<file path="src/rtl/regfile_sb_pkg.sv">
// Shared constants for the register file with integrated scoreboard.
// Widths and register counts cover the RV32E and RV32I configurations.
package regfile_sb_pkg;

  localparam int XLEN_DEF = 32;
  localparam int NREG_E   = 16;
  localparam int NREG_I   = 32;
  localparam int X0       = 0;

endpackage

</file>
<file path="src/rtl/regfile_sb_popcount.sv">
// Population count of an N-bit vector; feeds the registered busy counter.
module sb_popcount #(
  parameter int N  = 16,
  parameter int CW = $clog2(N) + 1
) (
  input  logic [N-1:0]  bits_i,
  output logic [CW-1:0] count_o
);

  always_comb begin
    count_o = '0;
    for (int i = 0; i < N; i++) begin
      count_o = count_o + CW'(bits_i[i]);
    end
  end

endmodule

</file>
<file path="src/rtl/regfile_sb.sv">
// Flop-based register file with write-through bypass and a per-register
// busy scoreboard for issue-stage hazard detection.
module regfile_sb
  import regfile_sb_pkg::*;
#(
  parameter int XLEN = XLEN_DEF,
  parameter int NREG = NREG_E,
  parameter int NRD  = 2,
  localparam int AW  = $clog2(NREG)
) (
  input  logic                clk,
  input  logic                rst,
  input  logic [NRD*AW-1:0]   rs_addr,
  output logic [NRD*XLEN-1:0] rs_data,
  output logic [NRD-1:0]      rs_busy,
  input  logic                wr_en,
  input  logic [AW-1:0]       wr_addr,
  input  logic [XLEN-1:0]     wr_data,
  input  logic                alloc_en,
  input  logic [AW-1:0]       alloc_addr,
  input  logic                flush,
  output logic [AW:0]         busy_cnt
);

  logic [XLEN-1:0] regs_q [NREG];
  logic [XLEN-1:0] regs_d [NREG];
  logic [NREG-1:0] busy_q;
  logic [NREG-1:0] busy_d;
  logic [AW:0]     busy_cnt_q;
  logic [AW:0]     busy_cnt_d;
  logic [AW-1:0]   rd_addr [NRD];
  logic            wr_x;
  logic            alloc_x;

  assign wr_x    = wr_en    && (wr_addr    != AW'(X0));
  assign alloc_x = alloc_en && (alloc_addr != AW'(X0));

  // Write clears the reservation first so a same-edge alloc re-reserves;
  // flush overrides both. x0 can never hold a reservation.
  always_comb begin
    regs_d = regs_q;
    busy_d = busy_q;
    if (wr_x) begin
      regs_d[wr_addr] = wr_data;
      busy_d[wr_addr] = 1'b0;
    end
    if (alloc_x) begin
      busy_d[alloc_addr] = 1'b1;
    end
    if (flush) begin
      busy_d = '0;
    end
    busy_d[0] = 1'b0;
  end

  sb_popcount #(
    .N  (NREG),
    .CW (AW + 1)
  ) u_popcount (
    .bits_i  (busy_d),
    .count_o (busy_cnt_d)
  );

  always_ff @(posedge clk or posedge rst) begin
    if (rst) begin
      for (int i = 0; i < NREG; i++) begin
        regs_q[i] <= '0;
      end
      busy_q     <= '0;
      busy_cnt_q <= '0;
    end else begin
      regs_q     <= regs_d;
      busy_q     <= busy_d;
      busy_cnt_q <= busy_cnt_d;
    end
  end

  assign busy_cnt = busy_cnt_q;

  always_comb begin
    for (int k = 0; k < NRD; k++) begin
      rd_addr[k] = rs_addr[k*AW +: AW];
    end
  end

  // Outputs are gated by rst so the bypass path cannot leak data during reset.
  always_comb begin
    rs_data = '0;
    rs_busy = '0;
    for (int k = 0; k < NRD; k++) begin
      if (!rst && (rd_addr[k] != AW'(X0))) begin
        if (wr_x && (wr_addr == rd_addr[k])) begin
          rs_data[k*XLEN +: XLEN] = wr_data;
        end else begin
          rs_data[k*XLEN +: XLEN] = regs_q[rd_addr[k]];
        end
        if (wr_x && (wr_addr == rd_addr[k]) &&
            !(alloc_x && (alloc_addr == rd_addr[k]))) begin
          rs_busy[k] = 1'b0;
        end else begin
          rs_busy[k] = busy_q[rd_addr[k]];
        end
      end
    end
  end

endmodule

</file>
<file path="config.mk">
export PLATFORM = sky130hd
export DESIGN_NAME = regfile_sb
export DESIGN_NICKNAME = d
export VERILOG_FILES = /design/src/rtl/regfile_sb_pkg.sv /design/src/rtl/regfile_sb_popcount.sv /design/src/rtl/regfile_sb.sv
export SDC_FILE = /design/constraint.sdc
export NUM_CORES = 1
export LEC_CHECK = 0
export ABC_AREA = 1
export CAP_MARGIN = 40
export CORE_AREA = 4 4 251 302
export CTS_CLUSTER_SIZE = 14
export DETAILED_ROUTE_END_ITERATION = 12
export DIE_AREA = 0 0 255 306
export MAX_ROUTING_LAYER = met4
export PLACE_DENSITY_LB_ADDON = 0.12
export SLEW_MARGIN = 20
export SYNTH_ARGS = -nofsm -noshare
export SYNTH_HDL_FRONTEND = slang
export SYNTH_SLANG_ARGS = --single-unit
</file>
<file path="constraint.sdc">
create_clock -name clk -period 45.4 [get_ports clk]
set_input_delay 9.08 -clock clk [delete_from_list [all_inputs] [get_ports clk]]
set_output_delay 9.08 -clock clk [all_outputs]
set_load 0.1 [all_outputs]
</file>
Word level (Yosys, flattened, before mapping). Cells that the tools add are included. Widths: inputs -> output; s select.

Add/subtract/negate cells: 14. Magnitude comparators: 10. Eq/ne operators: 4. Muxes and demuxes: 28. Bitwise logic cells: 6. Reduce and logical (&&, ||, !) cells: 20.

Operators by type and width (number): $bwmux 512 (1); $mux 32 (9); $bmux 32 s4 (2); $demux 32 s4 (1); $add 5x1->5 (13); $mux 16 (3); $lt 4x5->1 const B (4); $and 16x16->16 (1); $eq 4x4->1 (4); $not 16->16 (1); $or 16x16->16 (1); $reduce_bool 4->1 (4); $ge 5x5->1 const B (3); $not 4->5 (3); $logic_and 1x1->1 (13); $bmux 1 s4 (2); $demux 1 s4 (2); $ge 4x1->1 const B (2); $mux 1 (8); $lt 5x1->1 const B (1); $logic_not 1->1 (3); $add 1x1->2 (1).

Register bits: 532. Bits of input ports: 53. Output and inout bits: 71. Word-level logic and storage cells: 100.

Longest topological paths before layout.
Depth after elaboration: 24. Mapped depth: 19. Mapped depth without buffers: 18.

Modules after synthesis. A second synthesis with hierarchy kept.

Cell total of the unflattened synthesis: 5088. Area total of the unflattened synthesis: 32830.2 um2.

Modules (own cells, without submodules): regfile_sb (instances 1, cells each 5027, area each 32323.5 um2, sequential area each 13312.8 um2); sb_popcount (instances 1, cells each 61, area each 506.7 um2, sequential area each 0.0 um2).

Least setup slack after synthesis. OpenSTA, ideal clock, no wires.

Path type: input to output. Start: in rs_addr[0]. End: out rs_data[1]. Arrival: 11.298 ns. Data required time: 36.320 ns. Slack: 25.022 ns. Stages on the path: 12. Buffers on the path: 4. Cells stage by stage: buf_2 > inv_2 > buf_4 > buf_6 > buf_2 > nand2_1 > nand3_1 > nand3_1 > nand2_1 > nor2_1 > nor2_1 > nor2_1.

Longest elaborated chain between the ends: 6. Elaborated cells on any way between the ends: 10. Those cells by class: 1 x eq/ne; 5 x mux; 1 x bitwise; 3 x reduce/logical.

RTL lines: start: declaration (RTL line regfile_sb.sv:13) `input logic [NRD*AW-1:0] rs_addr,`; $not 4->5 (implied by the code) (RTL line regfile_sb.sv:95) `rs_data[k*XLEN +: XLEN] = regs_q[rd_addr[k]];`; $bmux 32 s4 (RTL line regfile_sb.sv:95); $mux 32 (implied by the code) (2 in a row) (RTL line regfile_sb.sv:95); $mux 32 (RTL line regfile_sb.sv:92) `if (wr_x && (wr_addr == rd_addr[k])) begin`; $mux 32 (*) (RTL line regfile_sb.sv:91) `if (!rst && (rd_addr[k] != AW'(X0))) begin`; end: declaration (RTL line regfile_sb.sv:14) `output logic [NRD*XLEN-1:0] rs_data,`.

Mark *: on every way between the ends. The rest lies on a longest branch, timed or not. The select of a mux whose other input is x is not followed.

Worst setup path after layout.
Start: in rs_addr[0]. End: out rs_busy[0].

Longest elaborated chain between the ends: 6. Elaborated cells on any way between the ends: 12. Those cells by class: 2 x eq/ne; 4 x mux; 6 x reduce/logical.

RTL lines: parallel branches: the longest is 5 deep, another holds $bmux 1 s4; $mux 1 (*) (RTL line regfile_sb.sv:91); end: declaration (RTL line regfile_sb.sv:15) `output logic [NRD-1:0] rs_busy,`.

Mark *: on every way between the ends. The select of a mux whose other input is x is not followed.

==> Implementation_results.wiki <==
{| class="wikitable"
! Metric !! Value
|-
| Achievable frequency || roughly 45 MHz
|-
| Ratio of cells with drive above 1 in the final layout || 5.82%
|-
| Unrepaired setup endpoints after global routing || false
|-
| Number of CTS-inserted buffers || 58
|-
| First-pass GRT wire length || between 150000 and 200000 um
|-
| Worst reg2reg path depth || 13
|-
| Number of instances on the worst hold path || 0
|-
| First element of the critical path || rs_addr[0]
|-
| CP max stage delay || 0.64 ns
|-
| R2r setup slk || between 40 and 50 ns
|-
| Normalized max-slew margin || around a third
|-
| Std cell rows || 109
|-
| Pin count of the biggest net entering global routing || approximately 150
|-
| CP arrival || 13.14 ns
|-
| Detailed Route WL || roughly 120000 um
|-
| Hold buffer count at cts || 0
|-
| Most frequent CP cell || sky130_fd_sc_hd__nand2_1
|-
| Vias in the first global route || 30.5k
|-
| Most used DFF post-synth || sky130_fd_sc_hd__dfrtp_1
|-
| Critical path data required time || about 36 ns
|-
| Initial antenna violation count || 3
|-
| Cell with the most instances after synthesis || sky130_fd_sc_hd__nand2_1
|-
| Buffer type at the clock tree root || sky130_fd_sc_hd__clkbuf_16
|-
| Total half-perimeter wirelength after legalization and detailed placement || 68900 um
|-
| Leading cell types by total area after synthesis || sky130_fd_sc_hd__dfrtp_1, sky130_fd_sc_hd__nand2_1, sky130_fd_sc_hd__nand3_1, sky130_fd_sc_hd__o21ai_0, sky130_fd_sc_hd__inv_1
|-
| Clk_skew || ~0.0045 ns
|-
| Most numerous cell types in the synthesized netlist || sky130_fd_sc_hd__nand2_1, sky130_fd_sc_hd__nand3_1, sky130_fd_sc_hd__inv_1
|-
| First-pass detailed-route iteration total || 6
|-
| Area of the die || 78000 um2
|-
| Yosys warns || 0
|-
| Net count after synthesis || 5122
|-
| Cell type group with the largest total delay on the critical path || buffers and inverters
|-
| Synthesized netlist cell count || 5054
|-
| Die Wd || 255 um
|-
| TNS Setup || 0 ns
|-
| Num ports || around 120
|-
| Number of H-tree levels || 2
|-
| Latest clock arrival within the worst-skew pair || between 0.6 and 0.7 ns
|-
| Register bit total from synthesis || 532
|-
| Tightest Pin Transition || 0.999 ns
|-
| Drt via density || 5.40
|-
| Buffers from clock root to sink, at most || 3
|-
| Final weighted congestion in routability-driven placement || roughly 0.85
|-
| Number of nets in the layout || about 5.1k
|-
| Slowest stage cell on the critical path || sky130_fd_sc_hd__buf_8
|-
| Port Buffers || 123
|-
| Min setup slack post-route || 23.18 ns
|-
| Worst Hold Slack || 0.374 ns
|-
| Via count || 32.3k
|-
| Power per standard cell area || approximately 42 nW/um2
|-
| HP Class || reg -> reg
|-
| Kind of critical path || in -> out
|-
| Final-report hold violation count || 0
|-
| Filler Cell Count || a little over 7k
|-
| Capturing point of the worst reg2reg path || busy_cnt[4]$_DFF_PP0_
|-
| Last element of the critical path || rs_busy[0]
|-
| Fraction of post-synthesis cell area in the top cell type by area || roughly two fifths
|-
| Final count of negative-setup-slack endpoints || 0
|-
| Post-route clock period utilization || about half
|-
| Cell taking the most area after synthesis || sky130_fd_sc_hd__dfrtp_1
|-
| Setup crit start kind || primary input
|-
| Seq/Total Area, Yosys || slightly above 40%
|-
| Combined area of the multi-input logic cells || 15300 um2
|-
| Number of clock sinks || 532
|-
| Number of pins with negative max-slew slack in the final report || 0
|-
| Clock tree from TritonCTS || yes
|-
| Dpl ws || between 20 and 25 ns
|-
| Post-synth EDFFs || 0
|-
| Buffering stage count on the worst path with inverters included || 7
|-
| Global router's overall resource usage || between 30% and 40%
|-
| Starting Density || 44.5%
|-
| Total congestion overflow after global routing || 0
|-
| Critical path capture point type || output port
|-
| Post-Synthesis Mean Instance Area || 6.44 um2
|-
| Critical register-to-register path startpoint || busy_q[2]$_DFF_PP0_
|-
| Total of cells resized after clock tree synthesis || 0
|-
| Max-capacitance violation count || 0
|-
| Outcome || completed
|-
| Number of gates on the worst path with buffers counted || 15
|-
| Detail Route Antenna Nets || 0
|-
| Number of DRC markers after the initial detailed-route iteration || 3752
|-
| Reg clk slew, reported paths || 0.06 ns
|-
| Time the final worst path needs with I/O delays and setup || 22.22 ns
|-
| Synth-to-layout area growth || 16.1%
|-
| Number of distinct standard cells referenced by the synthesized netlist || 30
|-
| Wire length per cell || 20.1 um
|-
| Asr flop ratio synth || between 90% and 100%
|-
| Post-CTS setup buffer count || 0
|-
| Ordered cell list for the critical path || buf_8 > buf_4 > buf_12 > buf_4 > buf_12 > nand2_1 > nand3_1 > nand2_1 > nand2_1 > nand2_1 > nor2_1 > nand2_1 > nor2_1 > clkdlybuf4s50_1 > buf_8
|-
| Worst IR drop on VDD || 0.0000257 V
|-
| Leakage power summed over all cells || between 15 and 20 nW
|-
| Chip Height || 306 um
|-
| Drc violations || 0
|-
| Cell Area, Synth || 32600 um2
|-
| Max FO, Critical Path || 112
|-
| Total core area || 73100 um2
|-
| Storage element area || 13300 um2
|}
how the worst min path moves through the flow:
stage	start	to	slack (ns)
final	regs_q[480]$_DFFE_PP0P_	regs_q[480]$_DFFE_PP0P_	0.37
after CTS	regs_q[498]$_DFFE_PP0P_	regs_q[498]$_DFFE_PP0P_	0.38
after global placement	regs_q[511]$_DFFE_PP0P_	regs_q[511]$_DFFE_PP0P_	0.36
after global routing	regs_q[488]$_DFFE_PP0P_	regs_q[488]$_DFFE_PP0P_	0.39
after floorplan	regs_q[480]$_DFFE_PP0P_	regs_q[480]$_DFFE_PP0P_	0.43
after detailed placement	regs_q[487]$_DFFE_PP0P_	regs_q[487]$_DFFE_PP0P_	0.37
routing by layer:
metal / global-route usage [%] / vias to the layer above / routed length (um)
li1: - / 15400 / -
met1: 42.7 / 15200 / 51300
met2: 50.1 / 1421 / 55600
met3: 3.67 / 243 / 9390
met4: 9.66 / 0 / 4070
met5: - / - / 0
where the power goes:
| group | total, W | internal [W] | switching (W) |
|---|---|---|---|
| clock network | 0.000522 | 0.000313 | 0.000209 |
| registers | 0.000604 | 0.000572 | 0.0000321 |
| logic | 0.000454 | 0.000148 | 0.000305 |
| total | 0.00158 | 0.00103 | 0.000546 |
sequential cells by signal, summed over array words and instances (netlist names):
register,cells
busy_cnt,5
busy_q,15
regs_q,512
worst reg2reg max path: cells and delay by family, from the launching register on:
family / cells / cell delay (ns)
compound gates: 3 / 0.44
fa+ha+maj: 7 / 2.86
buf+inv: 2 / 0.12
flops: 1 / 0.40
simple gates: 1 / 0.08
metrics by stage:
stage	instance area (um2)	util, %	power (W)	std cells
after floorplan	32600	-	0.000920	5054
after global placement	33700	46.1	0.00102	5775
after detailed placement	35600	48.7	0.00106	5865
after CTS	37700	51.6	0.00159	5974
after global routing	37800	51.7	0.00167	5979
final	37800	51.7	0.00158	5981
kinds of logic (layout without fill, tap and decap cells):
kind of cell / Yosys count / after routing / synth area share (%)
AOI/OAI and AO/OA: 585 / 585 / 9.13
and+or+nand+nor: 2930 / 2930 / 36.7
DFF: 532 / 532 / 40.9
adders and majority gates: 15 / 15 / 0.784
other: 0 / 4 / 0
xor gates and xnor gates: 10 / 10 / 0.269
buffers and inverters: 982 / 962 / 12.2
area by class of cell:
type | instances | area share [%]
multi-input combinational | 3540 | 40.6
clock buffer | 81 | 4.52
antenna | 4 | 0.0265
tap | 943 | 3.12
sequential | 532 | 35.2
clock inverter | 28 | 1.03
inverter | 586 | 5.91
timing repair buffer | 267 | 9.53
placed cells by master (no fill, tap or decap), drive strengths merged:
master and count:
nor2 297, dfrtp 532, xor2 2, a31oi 2
clkbuf 81, a21oi 18, clkdlybuf4s50 115, xnor2 8
o211ai 1, bufinv 9, inv 587, o21ai 560
diode 4, nand2 1959, nand4 4, buf 152
clkinv 13, ha 6, clkinvlp 5, nor3 1
a21boi 3, nand3 669, o21a 1, fa 9
Note: power is estimated with default switching activity, not from simulation.
